===== src/rtl/ped_button_cond.sv =====
// Pedestrian push-button conditioner: synchronizes the raw button, debounces it
// with a four-state FSM, emits a one-cycle strobe per accepted press and counts
// presses during RED, raising a held green request once the target is reached.
module ped_button_cond #(
  parameter int DEBOUNCE_CYCLES = 1000000,
  parameter int PRESS_TARGET    = 3
) (
  input  logic       clk,
  input  logic       res,
  input  logic       btn,
  input  logic [1:0] light_state,
  output logic       btn_clean,
  output logic       btn_pulse,
  output logic [1:0] press_cnt,
  output logic       req_green
);

  localparam int                CW       = (DEBOUNCE_CYCLES > 2) ? $clog2(DEBOUNCE_CYCLES) : 1;
  localparam logic [CW-1:0]     CNT_MAX  = CW'(DEBOUNCE_CYCLES - 1);
  localparam logic [CW-1:0]     CNT_ONE  = CW'(1);
  localparam logic [1:0]        TARGET   = 2'(PRESS_TARGET);
  localparam logic [1:0]        LIGHT_RED = 2'd0;

  typedef enum logic [1:0] {
    LOW_STABLE  = 2'd0,
    RISE_WAIT   = 2'd1,
    HIGH_STABLE = 2'd2,
    FALL_WAIT   = 2'd3
  } db_state_t;

  logic            sync1_q, sync1_d;
  logic            sync2_q, sync2_d;
  db_state_t       state_q, state_d;
  logic [CW-1:0]   cnt_q, cnt_d;
  logic            btn_clean_q, btn_clean_d;
  logic            btn_pulse_q, btn_pulse_d;
  logic [1:0]      press_cnt_q, press_cnt_d;
  logic            req_green_q, req_green_d;

  // Count one more press, never past the target so the 2-bit count cannot wrap.
  function automatic logic [1:0] sat_inc(input logic [1:0] cnt);
    logic [2:0] nxt;
    nxt = {1'b0, cnt} + 3'd1;
    if (nxt > {1'b0, TARGET}) begin
      return TARGET;
    end
    return nxt[1:0];
  endfunction

  // Two-flop synchronizer; only the second stage is used downstream.
  always_comb begin
    sync1_d = btn;
    sync2_d = sync1_q;
  end

  // Debounce FSM next state, stability counter and accepted-press event.
  always_comb begin
    state_d     = state_q;
    cnt_d       = cnt_q;
    btn_pulse_d = 1'b0;
    case (state_q)
      LOW_STABLE: begin
        if (sync2_q) begin
          state_d = RISE_WAIT;
          cnt_d   = '0;
        end
      end
      RISE_WAIT: begin
        if (!sync2_q) begin
          state_d = LOW_STABLE;
        end else if (cnt_q == CNT_MAX) begin
          state_d     = HIGH_STABLE;
          btn_pulse_d = 1'b1;
        end else begin
          cnt_d = cnt_q + CNT_ONE;
        end
      end
      HIGH_STABLE: begin
        if (!sync2_q) begin
          state_d = FALL_WAIT;
          cnt_d   = '0;
        end
      end
      FALL_WAIT: begin
        if (sync2_q) begin
          state_d = HIGH_STABLE;
        end else if (cnt_q == CNT_MAX) begin
          state_d = LOW_STABLE;
        end else begin
          cnt_d = cnt_q + CNT_ONE;
        end
      end
      default: begin
        state_d = LOW_STABLE;
        cnt_d   = '0;
      end
    endcase
    btn_clean_d = (state_d == HIGH_STABLE) || (state_d == FALL_WAIT);
  end

  // Press counting during RED; leaving RED clears everything and wins over a press.
  always_comb begin
    press_cnt_d = press_cnt_q;
    req_green_d = req_green_q;
    if (light_state != LIGHT_RED) begin
      press_cnt_d = 2'd0;
      req_green_d = 1'b0;
    end else if (btn_pulse_d && !req_green_q) begin
      press_cnt_d = sat_inc(press_cnt_q);
      if (({1'b0, press_cnt_q} + 3'd1) == {1'b0, TARGET}) begin
        req_green_d = 1'b1;
      end
    end
  end

  // State registers with synchronous active-low reset.
  always_ff @(posedge clk) begin
    if (!res) begin
      sync1_q     <= 1'b0;
      sync2_q     <= 1'b0;
      state_q     <= LOW_STABLE;
      cnt_q       <= '0;
      btn_clean_q <= 1'b0;
      btn_pulse_q <= 1'b0;
      press_cnt_q <= 2'd0;
      req_green_q <= 1'b0;
    end else begin
      sync1_q     <= sync1_d;
      sync2_q     <= sync2_d;
      state_q     <= state_d;
      cnt_q       <= cnt_d;
      btn_clean_q <= btn_clean_d;
      btn_pulse_q <= btn_pulse_d;
      press_cnt_q <= press_cnt_d;
      req_green_q <= req_green_d;
    end
  end

  assign btn_clean = btn_clean_q;
  assign btn_pulse = btn_pulse_q;
  assign press_cnt = press_cnt_q;
  assign req_green = req_green_q;

endmodule


===== config.mk =====
export PLATFORM = sky130hd
export DESIGN_NAME = ped_button_cond
export DESIGN_NICKNAME = d
export VERILOG_FILES = /design/src/rtl/ped_button_cond.sv
export SDC_FILE = /design/constraint.sdc
export NUM_CORES = 1
export LEC_CHECK = 0
export ABC_CLOCK_PERIOD_IN_PS = 2600
export BUFFER_PORTS_ARGS = -buffer_cell sky130_fd_sc_hd__buf_2
export CORE_ASPECT_RATIO = 1.4
export CORE_MARGIN = 10
export CORE_UTILIZATION = 58
export DETAILED_ROUTE_END_ITERATION = 10
export PLACE_DENSITY = 0.75
export SETUP_SLACK_MARGIN = 0.5
export SYNTH_ARGS = -nofsm -noshare
export SYNTH_HDL_FRONTEND = slang
export SYNTH_SLANG_ARGS = --single-unit

===== constraint.sdc =====
create_clock -name clk -period 2.6 [get_ports clk]
set_clock_uncertainty 0.2 [all_clocks]
set_input_delay 0.26 -clock clk [delete_from_list [all_inputs] [get_ports clk]]
set_output_delay 0.26 -clock clk [all_outputs]
set_load 0.01 [all_outputs]

======== After elaboration in Yosys (flattened, before gate mapping) ========
Index checks and enable logic that the tools add are counted.
cells by class
  add/subtract/negate cells ............... 2
  $lt $le $gt $ge ......................... 1
  eq/ne operators ......................... 11
  multiplexer cells ....................... 21
  bitwise logic cells ..................... 1
  reductions and logical operators ........ 8
operator list
  operator                                             count
  2-to-1 mux 20 bit                                    5
  case mux 20 bit (4 select lines)                     1
  adder 20 x 1 -> 20 bit (second input constant)       1
  == test 20 bit (second input constant)               1
  2-to-1 mux 2 bit                                     8
  == test 2 bit (second input constant)                4
  != test 2 bit (second input constant)                4
  case mux 2 bit (4 select lines)                      1
  2-to-1 mux 1 bit                                     6
  AND reduction 4 bit                                  1
  adder 2 x 1 -> 3 bit (second input constant)         1
  == test 3 x 2 -> 1 bit (second input constant)       1
  > comparator 3 x 2 -> 1 bit (second input constant)  1
  == test 2 x 1 -> 1 bit (second input constant)       1
  logical NOT 2 bit                                    1
  AND reduction 2 bit                                  1
  nonzero test 2 bit                                   1
  OR reduction 2 bit                                   1
  logical AND 1 bit                                    1
  logical NOT 1 bit                                    1
  logical OR 1 bit                                     1
  NOT 1 bit                                            1
word-level totals
  flip-flop bits (word level) ............. 29
  bits of input ports ..................... 5

======== Logic depth before layout (Yosys ltp) ========
Gate-level depths: netlist of the first run.
  depth in word-level cells ............... 8
  depth in mapped cells ................... 8
  depth with buffers taken out ............ 6

======== Least setup slack after synthesis of the first run ========
Ideal clock, no wire load.
  path type ............................... reg-to-reg
  start point ............................. reg state_q[0]
  end point ............................... reg press_cnt_q[0], in the netlist press_cnt[0]
  setup time .............................. 0.114 ns
  arrival time ............................ 1.853 ns
  path slack .............................. 0.433 ns
  stages on the path, launching flop included .. 7
  buffers on the path ..................... 1
  period minus slack after synthesis ...... 2.167 ns
  cell sequence ........................... dfxtp_1 or4b_1 or4_1 buf_2 nor4_4 mux2i_1 nor2_1
on the way
  cells in the longest elaborated chain, start to end .. 3
RTL lines
  element                   line  source
  start: declaration        33    db_state_t state_q, state_d;
  start signal: assignment  130   state_q <= state_d;
  == test 2 x 1 -> 1 bit    61    case (state_q)
  2-to-1 mux 1 bit          61
  logical AND 1 bit         108   end else if (btn_pulse_d && !req_green_q) begin
  end signal: assignment    134   press_cnt_q <= press_cnt_d;
  end: declaration          37    logic [1:0] press_cnt_q, press_cnt_d;
Every way passes these cells.
A chain may end at the register's enable or synchronous reset.

======== Worst setup path in the final report of the first run ========
  start point ............................. reg cnt_q[8]
  end point ............................... reg cnt_q[0]
on the way
  cells in the longest elaborated chain, start to end .. 4
RTL lines
  element                                      line    source
  start: declaration                           34      logic [CW-1:0] cnt_q, cnt_d;
  start signal: assignment                     131     cnt_q <= cnt_d;
  == test 20 bit (*)                           71, 87
  2-to-1 mux 20 bit (*)                        n/a
  2-to-1 mux 20 bit, on equally long branches  n/a
  case mux 20 bit (4 select lines) (*)         n/a
Mark *: on every way between the ends. The rest lies on a longest branch, timed or not. The select of a mux whose other input is x is not followed.

==> out/results.ini, run 1 <==
[setup_path]
cp-start-kind = flop
rr_startpoint = cnt_q[8]$_SDFFE_PN0P_
end_kind = flop
path_buf_inv = 1
cp_slowest_cell = or4_4
path_delay_family = simple AND/OR/NAND/NOR gates
cp-startpoint = cnt_q[8]$_SDFFE_PN0P_
required_ns = 2.66
worstPathCellList = or4b_1 > or4_4 > o21ai_4 > buf_12 > nand3_1 > o31ai_1
cp_data_arrival_time_ns = 2.25
cpPeakStageDelay_ns = 0.53
cp_max_fo = 12
crit_type = flop to flop

[synth]
synth-edff-count = 0
synthesis.instances = 159
yosys_warnings = 0
synth_area_sq_mm = 0.00134
ys_top_cells_by_area = dfxtp_1, xor2_1, nand2_1, or4_1, a21oi_1
synth_area_per_cell_sq_um = 8.45
synth_ff_type = dfxtp_1
ys_seq_area_frac = 0.417
yosys_register_bits = 28
synthDistinctLibCells = 40
synth_top_area_frac = 0.417
syn-num-nets = 165
ys_async_sr_fraction = 0
yosys.area.top_type = dfxtp_1

[timing]
fmax_ghz = 0.455
hold_viol = 0
setup_ws_ns = 0.402
rsz0062_at_grt = yes
tns_ns = 0
period_minus_slack_ns = 2.20
max-slew-margin-rel = 0.666
worstMarginPinSlew_ns = 0.498
finalSetupViolCount = 0
slew_viol_final = 0
fin_crit_sh = 0.845

[cells_and_area]
fin_area_sq_mm = 0.00158
multi_input_area_sq_um = 803
diodes = 0
layout-drive-gt1-share = 0.199
fillers = 172
final_cell_mix = dfxtp_1, nand2_1, nor2_1, a21oi_1, nand3_1
seq_area_sq_um = 567
mostFrequentLayoutCell = dfxtp_1
syn_to_final_growth_pct = 17.6
nNetsFinal = 183

[min_path]
min_path_type = primary input to flop
min_from = light_state[0]

[power]
internal_power_mw = 0.601
swShare = 0.204
power_switching_mw = 0.154
p_seq_frac = 0.574
power_density_mw_per_mm2 = 478
peakVddDrop_mv = 0.356
p_clk_frac = 0.381
p_comb_frac = 0.046
leakage_nw = 0.550

[global_routing]
gr-total-overflow = 0
grt_pass1_wl_um = 5180
grt_pass1_vias = 1185
grt_antenna_before_repair = 0
grt.total_usage = 0.135
grt_max_degree = 17

[routing]
drtPass1Iterations = 4
via_per_inst = 6.39
num_vias = 1266
drt_iter0_drc = 56
wl_per_cell_um = 15.5
route.detailed.drc = 0
final_antenna_net_count = 0
wl_um = 3060

[placed_design]
dpl_cell_area_sq_mm = 0.00142
pre_cts_ws_ns = 0.175
gp_congestion = 0.918
port_buffers = 9
dpl.hpwl_um = 2100

[floorplanning]
coreArea_sq_mm = 0.00220
ios = 10
dieArea_sq_mm = 0.00467
die_w_um = 60.7
die_h_um = 77.0
rows = 20
start_util = 0.610

[clock_tree]
clk_latency_ns = 0.34
clockRootBuffer = clkbuf_4
cts_made_buffers = 3
cts_htree_levels = 1
clkSlewWorstSetupHoldPaths_ns = 0.15
cts_sinks = 28
clockBufferDepth = 2
cts_tree = built

[run]
max_cap_viol_count = 0

[status]
outcome = finished, final reports clean

-- power by group through the flow --
stage	registers (mW)	clock network [mW]	logic, mW
floorplan	0.442	0	0.0199
global placement	0.442	0	0.0279
detailed placement	0.442	0	0.0284
CTS	0.433	0.292	0.0342
global route	0.433	0.308	0.0381
finish	0.433	0.287	0.0347
-- registers in the layout, summed over array words and instances (netlist names) --
register and flops:
req_green 1, state_q 2, sync1_q 1, cnt_q 20
btn_pulse 1, sync2_q 1, press_cnt 2
-- through the flow --
step / power (mW) / hold slack, ns / utilization / cells
final: 0.755 / 0.00463 / 0.718 / 198
after global routing: 0.779 / 0.0307 / 0.718 / 198
after CTS: 0.759 / 0.00638 / 0.709 / 197
after detailed placement: 0.471 / 0.233 / 0.645 / 186
after global placement: 0.470 / 0.224 / 0.645 / 186
after floorplan: 0.462 / 0.187 / - / 159
-- cell families after synthesis --
family	share of synthesized area
buffers and inverters	0.0261
and+or+nand+nor	0.333
muxes	0.00745
AOI/OAI and AO/OA	0.148
xor gates and xnor gates	0.0587
adders and majority gates	0.00931
DFF	0.417
-- worst register-to-register path, delay by kind of cell, from the launching register on --
family / cells / cell delay [ns]
buffers and inverters: 1 / 0.15
AND/OR/NAND/NOR: 3 / 1.12
flip-flops: 1 / 0.35
AO/OA/AOI/OAI: 2 / 0.31
-- path summary, 6_finish.rpt --
check | end | slack, ns | depth (start not counted)
worst max-delay path | cnt_q[0]$_SDFFE_PN0P_ | 0.40 | 6
worst min-delay path | press_cnt[1]$_SDFFE_PP0P_ | 0.005 | 3
worst max register to register | cnt_q[0]$_SDFFE_PN0P_ | 0.40 | 6
worst min register to register | sync2_q$_SDFF_PN0_ | 0.26 | 1
-- repair_timing --
item / 4_1_cts / 5_1_grt
gates resized for setup: 4 / 4
hold endpoints to repair: 3 / 0
endpoints found under the setup margin: 19 / 21
cloned: 1 / 1
pin swaps: 2 / 5
hold buffers: 2 / 0
buffers inserted: 4 / 0
-- cell type report --
cell class / count / area share
clock buffers: 3 / 0.0143
clock inverters: 1 / 0.0190
inverters: 2 / 0.00475
multi-input cells: 125 / 0.508
flip-flops and latches: 28 / 0.359
well taps: 22 / 0.0174
repair buffers: 17 / 0.0776
-- layer usage --
metal,wire (um),global-route usage
met5,0,0
met4,57,0.0683
met2,1590,0.216
met3,156,0.0297
met1,1260,0.161
-- cells in the mapped netlist (2+ instances only) --
cell type and n:
a21oi_1 13, and2_1 3, and3_1 4, clkbuf_1 4
dfxtp_1 28, inv_1 2, nand2_1 18, nand2b_1 4
nand3_1 11, nand4bb_1 2, nor2_1 14, nor4_1 2
o21a_1 2, o21ai_1 9, or3_1 3, or4_1 9
xor2_1 8
No activity file was read; power rests on OpenSTA's default activity.
==> run 2: changes to the inputs <==
--- a/config.mk
+++ b/config.mk
@@ -5,13 +5,14 @@
 export SDC_FILE = /design/constraint.sdc
 export NUM_CORES = 1
 export LEC_CHECK = 0
-export ABC_CLOCK_PERIOD_IN_PS = 2600
+export ABC_AREA = 1
+export ABC_CLOCK_PERIOD_IN_PS = 2200
 export BUFFER_PORTS_ARGS = -buffer_cell sky130_fd_sc_hd__buf_2
 export CORE_ASPECT_RATIO = 1.4
 export CORE_MARGIN = 10
-export CORE_UTILIZATION = 58
+export CORE_UTILIZATION = 60
 export DETAILED_ROUTE_END_ITERATION = 10
-export PLACE_DENSITY = 0.75
+export PLACE_DENSITY = 0.77
 export SETUP_SLACK_MARGIN = 0.5
 export SYNTH_ARGS = -nofsm -noshare
 export SYNTH_HDL_FRONTEND = slang
==> constraint.sdc (replaced) <==
create_clock -name clk -period 2.2 [get_ports clk]
set_clock_uncertainty 0.2 [all_clocks]
set_input_delay 0.22 -clock clk [delete_from_list [all_inputs] [get_ports clk]]
set_output_delay 0.22 -clock clk [all_outputs]
set_load 0.01 [all_outputs]
==> run 2 against run 1 <==
  * Final cell count grew 70%
  * Routed wire length grew 40%
  * Flip-flop and latch count is the same
  * Non-clock buffer count grew 14
  * Critical path depth grew 4
  * Largest power group unchanged
  * Setup slack gained 0.093 ns
  * Core utilization grew 7.3 points
  * Global-route usage grew 2.1 points
  * Largest cell class unchanged
==> out/results.ini, run 2 <==
[setup_path]
path_delay_family = simple AND/OR/NAND/NOR gates  ; unchanged
cpMostUsedCell = nand3_4
cp_slowest_cell = dfxtp_4  ; was or4_4
crit_type = flop to flop  ; unchanged
cp_data_arrival_time_ns = 1.77  ; was 2.25 ns
required_ns = 2.27  ; was 2.66 ns
cp-start-kind = flop  ; unchanged
cpPeakStageDelay_ns = 0.39  ; was 0.53 ns
ff2ff_setup_slack_ns = 0.49  ; was 0.40 ns
worstPathCellList = ha_4 > nand3_4 > nor2_4 > nand3_4 > buf_6 > nand3_4 > nand2_4 > inv_8 > nand2_1 > nor2_1  ; was or4b_1 > or4_4 > o21ai_4 > buf_12 > nand3_1 > o31ai_1
path_buf_inv = 2  ; was 1
cp_max_fo = 8  ; was 12
end_kind = flop  ; unchanged

[status]
outcome = finished, final reports clean  ; unchanged

[routing]
num_vias = 1838  ; was 1266
route.detailed.drc = 0  ; unchanged
via_per_inst = 5.45  ; was 6.39
wl_um = 4280  ; was 3060 um
final_antenna_net_count = 0  ; unchanged
wl_per_cell_um = 12.7  ; was 15.5 um
drt_iter0_drc = 102  ; was 56
drtPass1Iterations = 5  ; was 4

[clock_tree]
clockRootBuffer = clkbuf_4  ; unchanged
cts_made_buffers = 3  ; unchanged
cts_htree_levels = 1  ; unchanged
clockBufferDepth = 2  ; unchanged
clk_latency_ns = 0.33  ; was 0.34 ns
cts_sinks = 28  ; unchanged
cts_tree = built  ; unchanged
clkSlewWorstSetupHoldPaths_ns = 0.14  ; was 0.15 ns

[timing]
fin_crit_sh = 0.775  ; was 0.845
fmax_ghz = 0.586  ; was 0.455 GHz
fin_hold_ws_ns = 0.0310  ; was 0.00463 ns
worstMarginPinSlew_ns = 0.382  ; was 0.498 ns
rsz0062_at_grt = yes  ; unchanged
tns_ns = 0  ; unchanged
slew_viol_final = 0  ; unchanged
period_minus_slack_ns = 1.71  ; was 2.20 ns
hold_viol = 0  ; unchanged
max-slew-margin-rel = 0.745  ; was 0.666
finalSetupViolCount = 0  ; unchanged

[power]
power_density_mw_per_mm2 = 399  ; was 478 mW/mm^2
leakage_nw = 0.858  ; was 0.550 nW
finalPower_mw = 0.833  ; was 0.755 mW
peakVddDrop_mv = 0.509  ; was 0.356 mV

[floorplanning]
rows = 22  ; was 20
start_util = 0.633  ; was 0.610
die_w_um = 64.6  ; was 60.7 um
coreArea_sq_mm = 0.00264  ; was 0.00220 sq mm
dieArea_sq_mm = 0.00533  ; was 0.00467 sq mm
die_h_um = 82.5  ; was 77.0 um
ios = 10  ; unchanged

[global_routing]
grt_max_degree = 16  ; was 17
gr-total-overflow = 0  ; unchanged
grt_pass1_vias = 1598  ; was 1185
grt_pass1_wl_um = 6930  ; was 5180 um
grt.total_usage = 0.156  ; was 0.135
grt_antenna_before_repair = 0  ; unchanged

[synth]
synthesis.instances = 271  ; was 159
yosys_warnings = 0  ; unchanged
synth_ff_type = dfxtp_1  ; unchanged
ys_top_cells_by_area = dfxtp_1, nand2_1, nor2_1, inv_1, nand3_1  ; was dfxtp_1, xor2_1, nand2_1, or4_1, a21oi_1
synth_area_sq_mm = 0.00167  ; was 0.00134 sq mm
synth_top_area_frac = 0.335  ; was 0.417
syn-num-nets = 277  ; was 165
synth-edff-count = 0  ; unchanged
synth_area_per_cell_sq_um = 6.17  ; was 8.45 sq um
yosys_register_bits = 28  ; unchanged
synth_common_cells = nand2_1, nor2_1, inv_1  ; was dfxtp_1, nand2_1, nor2_1
ys_seq_area_frac = 0.335  ; was 0.417
ys_async_sr_fraction = 0  ; unchanged
synthDistinctLibCells = 25  ; was 40
yosysMostFrequentCell = nand2_1  ; was dfxtp_1
yosys.area.top_type = dfxtp_1  ; unchanged

[run]
max_cap_viol_count = 0  ; unchanged

[placed_design]
gp_congestion = 0.958  ; was 0.918
port_buffers = 9  ; unchanged
dpl.hpwl_um = 2770  ; was 2100 um

[cells_and_area]
top_register = cnt_q  ; unchanged
nNetsFinal = 308  ; was 183
largest_reg_flops = 20  ; unchanged
fin_util = 0.791  ; was 0.718
mostFrequentLayoutCell = nand2_1  ; was dfxtp_1
syn_to_final_growth_pct = 25.0  ; was 17.6%
layout-drive-gt1-share = 0.272  ; was 0.199
diodes = 0  ; unchanged
final_cell_mix = nand2_1, nor2_1, inv_1, nand3_1, dfxtp_2  ; was dfxtp_1, nand2_1, nor2_1, a21oi_1, nand3_1

[min_path]
min_path_type = primary input to flop  ; unchanged

## run 2: cell types whose count changed after synthesis, moves of 8 or more
cell     previous run  this run
nand3_1            11        19
nand4_1             1        14
nor2_1             14        64
nand2_1            18        70
inv_1               2        33
o21ai_1             9         0
or4_1               9         0
## run 2: repair_timing
item,4_1_cts,5_1_grt
hold buffers,5,0
setup endpoints to repair,24,23
cloned,1,0
resized for setup,16,37
hold endpoints to repair,6,0
pin swaps,3,8
setup buffers,8,5
## run 2: cells by family (layout without fill, tap and decap cells)
family | Yosys count | in the layout | synth area share
adder cells (fa/ha/maj) | 1 | 1 | 0.00748
AND/OR/NAND/NOR | 184 | 184 | 0.490
buffers and inverters | 41 | 71 | 0.105
AO/OA/AOI/OAI | 12 | 12 | 0.0359
XOR/XNOR | 5 | 5 | 0.0262
flip-flops | 28 | 28 | 0.335
## run 2: metrics by stage
step	instances	cell area [sq um]	setup WS, ns
2_1_floorplan	271	1670	0.504
4_1_cts	332	1960	0.492
5_1_grt	337	2090	0.392
6_report	337	2090	0.495
3_3_place_gp	314	1750	0.380
3_5_place_dp	314	1750	0.321
## run 2: worst register-to-register path, cell delays in order, from the launching register on
cell and delay (ns):
dfxtp_4 0.39, ha_4 0.15, nand3_4 0.08, nor2_4 0.17
nand3_4 0.12, buf_6 0.16, nand3_4 0.06, nand2_4 0.08
inv_8 0.09, nand2_1 0.06, nor2_1 0.09
## run 2: layout make-up
class / instances / area (sq um)
clock buffers: 4 / 36.3
fillers: 212 / 553
inverters: 36 / 145
multi-input cells: 202 / 1030
flip-flops and latches: 28 / 589
well taps: 36 / 45.0
repair buffers: 31 / 248
## run 2: worst paths after layout
| check | startpoint | end | cells past startpoint |
|---|---|---|---|
| max | cnt_q[1]$_SDFFE_PN0P_ | cnt_q[2]$_SDFFE_PN0P_ | 10 |
| min | res | cnt_q[6]$_SDFFE_PN0P_ | 3 |
| max reg2reg | cnt_q[1]$_SDFFE_PN0P_ | cnt_q[2]$_SDFFE_PN0P_ | 10 |
| min reg2reg | sync1_q$_SDFF_PN0_ | sync2_q$_SDFF_PN0_ | 2 |
## run 2: where the power goes
part	leakage (nW)	total [mW]	switching [mW]	internal [mW]
Combinational	0.601	0.0655	0.0358	0.0297
Clock	0.0210	0.254	0.153	0.101
Sequential	0.236	0.513	0.00369	0.510
Total	0.858	0.833	0.192	0.641
## run 2: layer usage
metal | vias to the layer above | track usage | wire length, um
met4 | 0 | 0.0579 | 115
li1 | 909 | - | -
met2 | 79 | 0.285 | 2180
met5 | - | 0 | 0
met1 | 831 | 0.178 | 1690
met3 | 19 | 0.0283 | 293
